File: src/rtl/fetch_unit.sv
// Instruction fetch stage: FETCH/WAIT/HOLD sequencer with a one-cycle memory
// latency, a valid/ready handshake to decode, and redirect on control transfers.
module fetch_unit #(
  parameter logic [31:0] RESET_PC  = 32'h0000_1000,
  parameter logic [31:0] NOP_INSTR = 32'h0000_0013
) (
  input  logic        clk,
  input  logic        reset,
  output logic [31:0] imem_address,
  input  logic [31:0] imem_data_out,
  output logic        instr_valid,
  input  logic        instr_ready,
  output logic [31:0] instruction,
  output logic [31:0] instr_pc,
  input  logic        redirect_valid,
  input  logic [31:0] redirect_pc,
  output logic [31:0] fetch_count
);

  localparam int unsigned XLEN = 32;

  localparam logic [1:0] S_FETCH = 2'd0;
  localparam logic [1:0] S_WAIT  = 2'd1;
  localparam logic [1:0] S_HOLD  = 2'd2;

  logic [1:0]      state, state_n;
  logic [XLEN-1:0] pc, pc_n;
  logic [XLEN-1:0] instruction_n, instr_pc_n, fetch_count_n;
  logic            instr_valid_n;

  assign imem_address = pc;

  // State and datapath registers
  always_ff @(posedge clk or posedge reset) begin
    if (reset) begin
      state       <= S_FETCH;
      pc          <= RESET_PC;
      instr_valid <= 1'b0;
      instruction <= NOP_INSTR;
      instr_pc    <= RESET_PC;
      fetch_count <= '0;
    end else begin
      state       <= state_n;
      pc          <= pc_n;
      instr_valid <= instr_valid_n;
      instruction <= instruction_n;
      instr_pc    <= instr_pc_n;
      fetch_count <= fetch_count_n;
    end
  end

  // Next-state logic; a redirect overrides sequencing but a same-edge
  // handshake in HOLD still counts the consumed instruction.
  always_comb begin
    state_n       = state;
    pc_n          = pc;
    instr_valid_n = instr_valid;
    instruction_n = instruction;
    instr_pc_n    = instr_pc;
    fetch_count_n = fetch_count;

    case (state)
      S_FETCH: state_n = S_WAIT;
      S_WAIT: begin
        instruction_n = imem_data_out;
        instr_pc_n    = pc;
        instr_valid_n = 1'b1;
        state_n       = S_HOLD;
      end
      S_HOLD: begin
        if (instr_ready) begin
          pc_n          = pc + XLEN'(4);
          fetch_count_n = fetch_count + XLEN'(1);
          instr_valid_n = 1'b0;
          instruction_n = NOP_INSTR;
          state_n       = S_FETCH;
        end
      end
      default: state_n = S_FETCH;
    endcase

    if (redirect_valid) begin
      pc_n          = redirect_pc & ~XLEN'(3);
      instr_valid_n = 1'b0;
      instruction_n = NOP_INSTR;
      state_n       = S_FETCH;
    end
  end

endmodule

File: config.mk
export PLATFORM = sky130hd
export DESIGN_NAME = fetch_unit
export DESIGN_NICKNAME = d
export VERILOG_FILES = /design/src/rtl/fetch_unit.sv
export SDC_FILE = /design/constraint.sdc
export NUM_CORES = 1
export LEC_CHECK = 0
export CAP_MARGIN = 10
export CORE_MARGIN = 1.5
export CORE_UTILIZATION = 40
export DETAILED_ROUTE_END_ITERATION = 6
export PLACE_DENSITY = 0.75
export SKIP_LAST_GASP = 1
export SYNTH_ARGS = -nofsm -noshare
export SYNTH_HDL_FRONTEND = slang
export SYNTH_SLANG_ARGS = --single-unit
File: constraint.sdc
create_clock -name clk -period 4.3 [get_ports clk]
set_input_delay 0.86 -clock clk [delete_from_list [all_inputs] [get_ports clk]]
set_output_delay 0.86 -clock clk [all_outputs]
set_load 0.005 [all_outputs]
Yosys cells after proc, flatten, opt, wreduce, memory -nomap -nowiden:

Cells that the tools add are included.

* add/sub/neg operators: 2
* equal/unequal tests: 3
* mux-type cells: 12
* reduce and logical (&&, ||, !) cells: 7

Operator list (number)
* 32-bit two-way mux: 5
* 32-bit one-hot mux with 2 select lines: 1
* 32-bit by 1-bit adder with 32-bit output (second input constant): 1
* 32-bit by 3-bit adder with 32-bit output (second input constant): 1
* 2-bit one-hot mux with 3 select lines: 1
* 2-bit AND reduction: 3
* 2-bit two-way mux: 2
* 2-bit nonzero test: 2
* 3-bit inequality test (second input constant): 1
* 3-bit nonzero test: 1
* 2-bit by 1-bit equality test with 1-bit output (second input constant): 1
* 2-bit equality test (second input constant): 1
* 2-bit zero test: 1
* 1-bit two-way mux: 2
* 1-bit one-hot mux with 2 select lines: 1

* register bits after elaboration: 131
* input port bits: 68
* output and inout port bits: 129
* logic and storage cells: 30

Depth between registers and ports, before layout:

* depth after elaboration: 4
* gate-level depth with buffers: 6
* mapped depth without buffers: 6

Least setup slack after synthesis:

Ideal clock, no wire load.

* path type: input to register
* from: in instr_ready
* to: reg pc[26] (netlist: imem_address[26])
* setup time: 127 ps
* arrival: 1948 ps
* required time: 4173 ps
* setup slack: 2225 ps
* stages on the path: 5
* cell sequence: nand3b_4 -> or4_4 -> nor3_2 -> xnor2_1 -> o21ai_2

* cells in the longest elaborated chain, start to end: 2

Ends and longest elaborated chain
* start: declaration: RTL line 12 `input logic instr_ready,`
* 2-bit nonzero test (no source line)
* 2-bit AND reduction (no source line)
* end signal: assignment: RTL line 44 `pc <= pc_n;`
* end: declaration: RTL line 27 `logic [XLEN-1:0] pc, pc_n;`

Every way passes these cells.
A chain may end at the register's enable or synchronous reset.

Final worst setup path:

* from: in instr_ready
* to: reg pc[17] (netlist: imem_address[17])

The elaborated chain is that of the path after synthesis.

==> impl_metrics.toml <==
[global_route]
track_usage_pct = 20.7
grt_pass1_vias = 4744
grt_overflow = 0
grt_pass1_wl_um = 23400
grt_max_degree = 80
antenna_found_initial = 0

[synthesis]
async_reset_ff_share_pct = 100
synth_area_leaders = "dfrtp_1 55%, nand2_1 9.8%, xnor2_1 5.9%, a22o_1 4.6%, xor2_1 3.6%"
synthCells = 530
netlist_top_cells_count = "145 x nand2_1, 122 x dfrtp_1, 37 x xnor2_1"
synth_edf_count = 0
netlist_area_um2 = 5530
ys_ff_latch = 127
synth_warnings = 0
synth_flop_cell = "dfrtp_1"
yosysSeqAreaShare_pct = 57.6
synth_most_common_cell = "nand2_1"
syn_avg_cell_area_um2 = 10.4
synth_top_area_share_pct = 55.2
yosysTopAreaCell = "dfrtp_1"
synth_cell_type_count = 38

[timing]
tns_ps = 0
report.final.setup_viol = 0
drv_slew = 0
finClkSkew_ps = 7.09
hold_violations = 0
rsz0062_at_grt = "no"
min_period_over_period_pct = 61.0
slew_headroom_pct = 23.1
fmax_mhz = 381
worst_slew_pin_slew_ps = 1150
min_period_ps = 2620

[floorplanning]
initial_utilization_pct = 41.4
ios = 197
fp.dieH_um = 121
die_w_um = 121
dieArea_um2 = 14500
fp-row-count = 42
core_region_area_um2 = 13300

[cts]
cts-buffers-inserted = 17
cts_sinks = 127
clk_transition_reported_paths_ps = 60
h-tree-depth = 4
insertion_delay_ps = 410
clockBufferDepth = 2
cts_resized = 0
cts_tree = "done"
postCtsHoldBufs = 0
cts_setup_buffers = 0
cts-root-buf = "clkbuf_16"

[cells_and_area]
fillers = 1090
stdcell_area_um2 = 8200
drive_gt1_share_pct = 7.38
instances_no_fill = 908
num_antenna_cells = 0
final_net_count = 789
final_util_pct = 61.4
area_growth_pct = 48.3

[worst_setup_path]
worst-setup-path-type = "in2reg"
endpoint_kind = "register"
cp_data_arrival_time_ps = 2870
critPathLaunchType = "input port"
crit_path_max_fanout = 6
worstPathCellList = "clkdlybuf4s50_1 -> nand4b_1 -> nor3_1 -> nand4_1 -> xor2_1 -> o21ai_0"
crit_buf_inv = 1
worstPathRequired_ps = 4550
slowest_stage = "nor3_1"
cp_top_family = "simple AND/OR/NAND/NOR gates"
max_stage_delay_ps = 700

[drt]
drc = 0
wire_per_inst_um = 16.2
first_pass_iters = 4
drt_iter0_drc = 227
vias = 4620
ant_nets = 0
vias_per_cell = 5.09
wirelength_um = 14700

[run_status]
status = "complete, no violations"

[power_and_ir_drop]
p_int_mw = 2.64
power_frac_seq_pct = 41.4
power_density_nw_per_um2 = 428
leakage_nw = 3.58
combPwrFrac_pct = 17.1
peakVddDrop_v = 0.000243
switching_share_pct = 24.7
p_sw_mw = 0.868
clockPowerShare_pct = 41.5

[place]
dpl_cell_area_um2 = 7590
io_buffer_count = 190
dp_cells = 876
hpwl_um = 10200
place_congestion = 0.819

[flow_run]
drv_cap = 0

[worst_hold_path]
min_path_type = "reg2reg"
worst min-delay path: stages, from the launching register on:
cell,delay (ps)
dfrtp_1,340
nand2_1,50
nand2_1,50
cell type report:
class | count | area (µm²) | area share, %
clock buffers | 22 | 474 | 5.78
flip-flops and latches | 127 | 3180 | 38.8
repair buffers | 194 | 1940 | 23.7
clock inverters | 10 | 135 | 1.65
multi-input cells | 376 | 2230 | 27.2
inverters | 3 | 13.8 | 0.168
well taps | 176 | 220 | 2.69
cells in the final DEF, fill, tap and decap left out, drive strengths merged, types with 3 or more instances in the layout:
| cell type | instances |
|---|---|
| a22o | 29 |
| and2 | 4 |
| and3 | 12 |
| and4 | 6 |
| buf | 5 |
| bufinv | 3 |
| clkbuf | 22 |
| clkdlybuf4s50 | 189 |
| clkinv | 3 |
| clkinvlp | 4 |
| conb | 4 |
| dfrtp | 122 |
| dfstp | 5 |
| inv | 3 |
| nand2 | 145 |
| nand3 | 15 |
| nand4 | 24 |
| nor2 | 12 |
| nor3 | 9 |
| nor4 | 5 |
| o21ai | 32 |
| o22a | 3 |
| xnor2 | 37 |
| xor2 | 23 |
routing by layer:
layer	GRT usage, %	up-vias	part of all wire (%)
li1	-	2191	-
met4	8.01	0	1.8
met1	25.5	2236	42
met3	7.08	20	8.4
met5	0	-	0
met2	33.5	173	48
kinds of logic after synthesis:
family,share of synthesized area [%]
fa+ha+maj,0.453
flops,57.6
buf+inv,2.40
xor+xnor,9.51
simple gates,21.6
mux,0.181
other cells,0.0679
compound gates,8.22
through the flow:
stage          hold slack [ps]  worst slack (ps)  power [mW]
4_1_cts                    475              1690        3.55
5_1_grt                    492              1540        3.67
2_1_floorplan              448              64.0        1.67
3_3_place_gp               450              1340        2.06
6_report                   474              1680        3.51
3_5_place_dp               461              1270        2.08
power by group through the flow:
stage	clock network, mW	logic (mW)	registers [mW]
final	1.46	0.601	1.45
after global routing	1.54	0.657	1.47
after CTS	1.49	0.610	1.45
after detailed placement	0	0.606	1.47
after global placement	0	0.596	1.46
after floorplan	0	0.206	1.46
registers in the layout, indices dropped and copies added, names as in the netlist:
signal / count
instruction: 32
imem_address: 30
instr_pc: 30
fetch_count: 32
instr_valid: 1
state: 2
path summary, 6_finish.rpt:
path | startpoint | endpoint | slack (ps) | depth (start not counted)
max | instr_ready | imem_address[17]$_DFFE_PP0P_ | 1680 | 6
min | instr_pc[4]$_DFFE_PP0P_ | instr_pc[4]$_DFFE_PP0P_ | 470 | 2
max reg2reg | imem_address[7]$_DFFE_PP0P_ | imem_address[17]$_DFFE_PP0P_ | 2150 | 5
min reg2reg | instr_pc[4]$_DFFE_PP0P_ | instr_pc[4]$_DFFE_PP0P_ | 470 | 2
max in group asynchronous | reset | fetch_count[4]$_DFFE_PP0P_ | 2430 | 3
min in group asynchronous | reset | fetch_count[22]$_DFFE_PP0P_ | 1050 | 2
Note: power is estimated with default switching activity, not from simulation.
